File: src/rtl/uvma_rvfi_pkg.sv
// Shared RVFI agent types: CSR serializer state, address width and beat payload.
package uvma_rvfi_pkg;

  localparam int unsigned CSR_ADDR_W   = 12;
  localparam int unsigned BEAT_XLEN    = 32;
  localparam int unsigned BEAT_ORDER_W = 64;

  typedef enum logic {
    IDLE = 1'b0,
    EMIT = 1'b1
  } uvma_rvfi_csr_ser_state_t;

  typedef struct packed {
    logic [BEAT_ORDER_W-1:0] order;
    logic [BEAT_XLEN-1:0]    addr;
    logic [BEAT_XLEN-1:0]    rmask;
    logic [BEAT_XLEN-1:0]    wmask;
    logic [BEAT_XLEN-1:0]    rdata;
    logic [BEAT_XLEN-1:0]    wdata;
    logic                    last;
  } uvma_rvfi_csr_beat_t;

endpackage

File: src/rtl/uvma_rvfi_csr_ser_prio_enc.sv
// Lowest-set-bit priority encoder: index, one-hot and any-set flag.
module uvma_rvfi_csr_ser_prio_enc #(
  parameter int unsigned N     = 8,
  parameter int unsigned IDX_W = 3
) (
  input  logic [N-1:0]     vec,
  output logic [IDX_W-1:0] idx,
  output logic [N-1:0]     onehot,
  output logic             any
);

  // Scan high to low so the lowest set bit is written last.
  always_comb begin
    idx = '0;
    for (int i = N - 1; i >= 0; i--) begin
      if (vec[i]) idx = IDX_W'(i);
    end
  end

  assign onehot = vec & (~vec + N'(1));
  assign any    = |vec;

endmodule

File: src/rtl/uvma_rvfi_csr_serializer.sv
// Serializes one retirement's named-CSR snapshot into one beat per active slot.
// Optional sticky order check enabled by UVMA_RVFI_CSR_SER_ORDER_CHK_EN.
module uvma_rvfi_csr_serializer
  import uvma_rvfi_pkg::*;
#(
  parameter int unsigned XLEN      = 32,
  parameter int unsigned NUM_SLOTS = 8,
  parameter int unsigned ORDER_W   = 64
) (
  input  logic                            clk,
  input  logic                            reset_n,
  input  logic                            in_valid,
  output logic                            in_ready,
  input  logic [ORDER_W-1:0]              in_order,
  input  logic [NUM_SLOTS*CSR_ADDR_W-1:0] in_addr,
  input  logic [NUM_SLOTS*XLEN-1:0]       in_rmask,
  input  logic [NUM_SLOTS*XLEN-1:0]       in_wmask,
  input  logic [NUM_SLOTS*XLEN-1:0]       in_rdata,
  input  logic [NUM_SLOTS*XLEN-1:0]       in_wdata,
  output logic                            out_valid,
  input  logic                            out_ready,
  output logic [ORDER_W-1:0]              out_order,
  output logic [XLEN-1:0]                 out_addr,
  output logic [XLEN-1:0]                 out_rmask,
  output logic [XLEN-1:0]                 out_wmask,
  output logic [XLEN-1:0]                 out_rdata,
  output logic [XLEN-1:0]                 out_wdata,
  output logic                            out_last,
  output logic                            drop_pulse
`ifdef UVMA_RVFI_CSR_SER_ORDER_CHK_EN
  ,
  output logic                            err_order
`endif
);

  localparam int unsigned IDX_W = (NUM_SLOTS > 1) ? $clog2(NUM_SLOTS) : 1;

  uvma_rvfi_csr_ser_state_t state_q, state_d;
  logic [NUM_SLOTS-1:0]  rem_q, rem_d, active_c, cur_onehot;
  logic [IDX_W-1:0]      cur_idx;
  logic                  cur_any, last_c, emit_c, accept_c, capture_c;
  logic                  drop_q, drop_d;

  logic [ORDER_W-1:0]    order_q;
  logic [CSR_ADDR_W-1:0] addr_q  [NUM_SLOTS];
  logic [XLEN-1:0]       rmask_q [NUM_SLOTS];
  logic [XLEN-1:0]       wmask_q [NUM_SLOTS];
  logic [XLEN-1:0]       rdata_q [NUM_SLOTS];
  logic [XLEN-1:0]       wdata_q [NUM_SLOTS];

  uvma_rvfi_csr_ser_prio_enc #(.N(NUM_SLOTS), .IDX_W(IDX_W)) u_prio_enc (
    .vec    (rem_q),
    .idx    (cur_idx),
    .onehot (cur_onehot),
    .any    (cur_any)
  );

  always_comb begin
    for (int i = 0; i < NUM_SLOTS; i++) begin
      active_c[i] = |(in_rmask[i*XLEN +: XLEN] | in_wmask[i*XLEN +: XLEN]);
    end
  end

  assign last_c   = cur_any && ((rem_q & ~cur_onehot) == '0);
  assign emit_c   = reset_n && (state_q == EMIT);
  assign in_ready = reset_n && ((state_q == IDLE) || (out_ready && last_c));
  assign accept_c = in_valid && in_ready;

  // Advance on a beat handshake; a capture (idle or on the last handshake) overrides.
  always_comb begin
    state_d   = state_q;
    rem_d     = rem_q;
    capture_c = 1'b0;
    drop_d    = 1'b0;
    case (state_q)
      EMIT: begin
        if (out_ready) begin
          rem_d = rem_q & ~cur_onehot;
          if (last_c) state_d = IDLE;
        end
      end
      default: state_d = IDLE;
    endcase
    if (accept_c) begin
      capture_c = 1'b1;
      if (|active_c) begin
        state_d = EMIT;
        rem_d   = active_c;
      end else begin
        state_d = IDLE;
        drop_d  = 1'b1;
      end
    end
  end

  always_ff @(posedge clk) begin
    if (!reset_n) begin
      state_q <= IDLE;
      rem_q   <= '0;
      drop_q  <= 1'b0;
    end else begin
      state_q <= state_d;
      rem_q   <= rem_d;
      drop_q  <= drop_d;
    end
  end

  always_ff @(posedge clk) begin
    if (!reset_n) begin
      order_q <= '0;
      for (int i = 0; i < NUM_SLOTS; i++) begin
        addr_q[i]  <= '0;
        rmask_q[i] <= '0;
        wmask_q[i] <= '0;
        rdata_q[i] <= '0;
        wdata_q[i] <= '0;
      end
    end else if (capture_c) begin
      order_q <= in_order;
      for (int i = 0; i < NUM_SLOTS; i++) begin
        addr_q[i]  <= in_addr[i*CSR_ADDR_W +: CSR_ADDR_W];
        rmask_q[i] <= in_rmask[i*XLEN +: XLEN];
        wmask_q[i] <= in_wmask[i*XLEN +: XLEN];
        rdata_q[i] <= in_rdata[i*XLEN +: XLEN];
        wdata_q[i] <= in_wdata[i*XLEN +: XLEN];
      end
    end
  end

  assign out_valid  = emit_c;
  assign out_last   = emit_c && last_c;
  assign out_order  = emit_c ? order_q : '0;
  assign out_addr   = emit_c ? XLEN'(addr_q[cur_idx]) : '0;
  assign out_rmask  = emit_c ? rmask_q[cur_idx] : '0;
  assign out_wmask  = emit_c ? wmask_q[cur_idx] : '0;
  assign out_rdata  = emit_c ? rdata_q[cur_idx] : '0;
  assign out_wdata  = emit_c ? wdata_q[cur_idx] : '0;
  assign drop_pulse = drop_q;

`ifdef UVMA_RVFI_CSR_SER_ORDER_CHK_EN
  logic               seen_q;
  logic [ORDER_W-1:0] prev_order_q;

  // Sticky flag for a non-increasing order; first accept after reset has no reference.
  always_ff @(posedge clk) begin
    if (!reset_n) begin
      err_order    <= 1'b0;
      seen_q       <= 1'b0;
      prev_order_q <= '0;
    end else if (accept_c) begin
      seen_q       <= 1'b1;
      prev_order_q <= in_order;
      if (seen_q && (in_order <= prev_order_q)) err_order <= 1'b1;
    end
  end
`endif

endmodule

File: config.mk
export PLATFORM = sky130hd
export DESIGN_NAME = uvma_rvfi_csr_serializer
export DESIGN_NICKNAME = d
export VERILOG_FILES = /design/src/rtl/uvma_rvfi_pkg.sv /design/src/rtl/uvma_rvfi_csr_ser_prio_enc.sv /design/src/rtl/uvma_rvfi_csr_serializer.sv
export SDC_FILE = /design/constraint.sdc
export NUM_CORES = 2
export LEC_CHECK = 0
export CORE_AREA = 2 2 544 546
export CTS_CLUSTER_DIAMETER = 150
export CTS_CLUSTER_SIZE = 16
export DETAILED_ROUTE_END_ITERATION = 8
export DIE_AREA = 0 0 546 548
export PLACE_DENSITY_LB_ADDON = 0.15
export SYNTH_ARGS = -nofsm -noshare
export SYNTH_HDL_FRONTEND = slang
export SYNTH_SLANG_ARGS = --single-unit
File: constraint.sdc
create_clock -name clk -period 40.4 [get_ports clk]
set_clock_uncertainty 0.05 [all_clocks]
set_input_delay 8.08 -clock clk [delete_from_list [all_inputs] [get_ports clk]]
set_output_delay 8.08 -clock clk [all_outputs]
set_load 0.05 [all_outputs]
==> run summary <==
outcome -> finished, final reports clean
vias per cell -> 4.50
Final setup viols -> 0
critical path type -> in2out
Setup TNS -> 0 ns
CTS Hold Bufs -> 0
HPWL Detailed -> 236 mm
Max-Cap Viols -> 0
Top Ports -> 1416
core area -> 293000 um2
register area share after synthesis -> 61.9%
CP Launch Type -> input port
WL per Instance -> 31.7 um
Cell Count, Final, Fillers Out -> 9848
Die Wd -> 546 um
Hold WC Path Type -> reg2reg
YS warnings -> 0
GRT Total Usage -> 20.0%
maximum vdd drop -> 0.0000359 V
leak pwr -> 27.3 nW
residual DRC count -> 0
slowest CP cell -> clkdlybuf4s50_1
Synth area leader -> edfxtp_1
Slew @ Worst Pin -> 1.28 ns
CTS root buf -> clkbuf_16
port bufs -> 1395
Buf/Inv on CP -> 3
antenna violations before repair -> 227
first-pass GRT wire length -> 412 mm
Clock Latency Late Sink -> 0.73 ns
Place WS -> 21.54 ns
gpl congestion -> 0.900
routed wire length -> 312 mm
count leader, synth -> and2_1
setup slack after layout -> 21.53 ns
Max Clock Freq -> 53.0 MHz
final period utilization -> 46.7%
Cell Pwr Density -> 47.9 nW/um2
height of the die -> 548 um
dpl cells -> 9640
Final ANT Viol Nets -> 0
Post-CTS Setup Inserts -> 0
Synth top area share -> 59.3%
clock sink total -> 1194
CP required -> 32.27 ns
Total Die Area -> 299000 um2
Post-synth ARST share -> 0%
layout cells sized above 1 -> 3.51%
Period minus WS final -> 18.87 ns
total grt overflow -> 0
CTS Buf Count -> 87
Cell Area, Synth -> 56800 um2
number of DRC markers in iteration 0 -> 3496
vias after detailed routing -> 44400
top cells by count, synth -> and2_1, edfxtp_1, nand2_1, and3_1, clkbuf_1
Synth cell types -> 45
RSZ-0062 raised after global routing -> false
Resized cells post-CTS -> 0
CP endpoint kind -> output pin
crit path cell chain -> clkdlybuf4s50_1 -> o211a_4 -> buf_4 -> nor2_1 -> nor2_1 -> clkdlybuf4s50_1
Placement Rows -> 199
clk slew on worst S/H paths -> 0.08 ns
nets -> 6998
slowest stage delay, CP -> 0.97 ns
Crit path max-delay family -> buffers and inverters
main flop type after synthesis -> edfxtp_1
critical path arrival -> 10.74 ns
Starting Density -> 19.4%
worst-path maximum fanout -> 67
largest net degree at the start of global routing -> 189
Max Buffers Root-to-Sink -> 3
Area Overhead vs Synth -> 36.1%
Area after DPL -> 74600 um2
Design Area, Final -> 77300 um2
CTS tree -> yes
number of synthesized flops with an enable pin -> 1120
FF+latch count, synth -> 1194
Hold Vio Cnt, Final -> 0
vias in the first global route -> 45100
slew margin rel. -> 14.3%
Synth area leaders -> edfxtp_1, and2_1, and3_1
fin. max-slew vios -> 0
htree depth -> 3
syn avg cell area -> 12.1 um2
Synth Instances -> 4676
router iterations before antenna repair -> 6
[where the power goes]
group          switching [W]  leakage, nW  internal [W]
logic               0.000869         13.7      0.000402
clock network       0.000491         1.19      0.000409
registers          0.0000404         12.4       0.00148
[layout make-up]
cell class | instances | area (um2)
Antenna cell | 91 | 228
Inverter | 5 | 18.8
Multi-Input combinational cell | 3049 | 19900
Fill cell | 30900 | 216000
Timing Repair Buffer | 1473 | 14600
Tap cell | 3919 | 4900
Clock buffer | 104 | 2280
Clock inverter | 13 | 180
Sequential cell | 1194 | 35100
[path summary, 6_finish.rpt]
path	startpoint	depth (start not counted)	slack, ns	to
worst min-delay path	order_q[34]	2	0.42	order_q[34]
worst max register to register	rem_q[0]	12	31.30	wmask_q[0][30]
worst min register to register	order_q[34]	2	0.42	order_q[34]
worst max-delay path	out_ready	6	21.53	in_ready
[per-layer routing]
| layer | share of wire (%) | GRT usage (%) | up-vias |
|---|---|---|---|
| li1 | - | - | 19700 |
| met1 | 42 | 25.1 | 22500 |
| met2 | 48 | 33.5 | 1633 |
| met3 | 7.3 | 5.64 | 452 |
| met4 | 2.6 | 5.53 | 122 |
| met5 | 0.25 | 0 | - |
[kinds of logic after synthesis]
group / share of synthesized area [%]
AND/OR/NAND/NOR: 20.8
flip-flops: 61.9
AO/OA/AOI/OAI: 11.4
buffers and inverters: 3.42
multiplexers: 2.47
XOR/XNOR: 0.0154
other: 0.00661
[metrics by stage]
| step | util, % | power (W) | hold WS (ns) |
|---|---|---|---|
| after global placement | 25.4 | 0.00286 | 0.400 |
| after floorplan | - | 0.00230 | 0.381 |
| after detailed placement | 25.4 | 0.00284 | 0.400 |
| final | 26.4 | 0.00370 | 0.415 |
| after global routing | 26.3 | 0.00385 | 0.442 |
| after CTS | 26.3 | 0.00376 | 0.419 |
[sequential cells by signal, indices dropped and copies added (netlist names)]
register / flops
rdata_q: 256
drop_pulse: 1
rem_q: 8
state_q: 1
addr_q: 96
wmask_q: 256
order_q: 64
rmask_q: 256
wdata_q: 256
[placed cells by master (no fill, tap or decap), types with 3 or more instances in the layout]
| cell | n |
|---|---|
| nand3_1 | 17 |
| conb_1 | 20 |
| clkdlybuf4s50_1 | 1394 |
| nor4_1 | 129 |
| nand2_1 | 348 |
| diode_2 | 91 |
| o21ai_0 | 69 |
| buf_12 | 7 |
| nor4_2 | 7 |
| nand2_4 | 3 |
| clkbuf_16 | 89 |
| dfxtp_1 | 73 |
| mux2i_1 | 140 |
| a211o_1 | 148 |
| clkinv_8 | 5 |
| inv_1 | 3 |
| and3_1 | 347 |
| nand4_1 | 32 |
| buf_4 | 71 |
| a311o_1 | 140 |
| clkbuf_1 | 15 |
| o211ai_1 | 68 |
| nor2_1 | 11 |
| a211oi_1 | 280 |
| inv_6 | 3 |
| and2_1 | 1120 |
| a21oi_1 | 143 |
| edfxtp_1 | 1120 |
[worst reg2reg max path: cells and delay by family, from the launching register on]
| family | cells | cell delay (ns) |
|---|---|---|
| AND/OR/NAND/NOR | 2 | 1.43 |
| flip-flops | 1 | 0.45 |
| buffers and inverters | 7 | 5.77 |
| AO/OA/AOI/OAI | 3 | 0.92 |
Note: power is estimated with default switching activity, not from simulation.
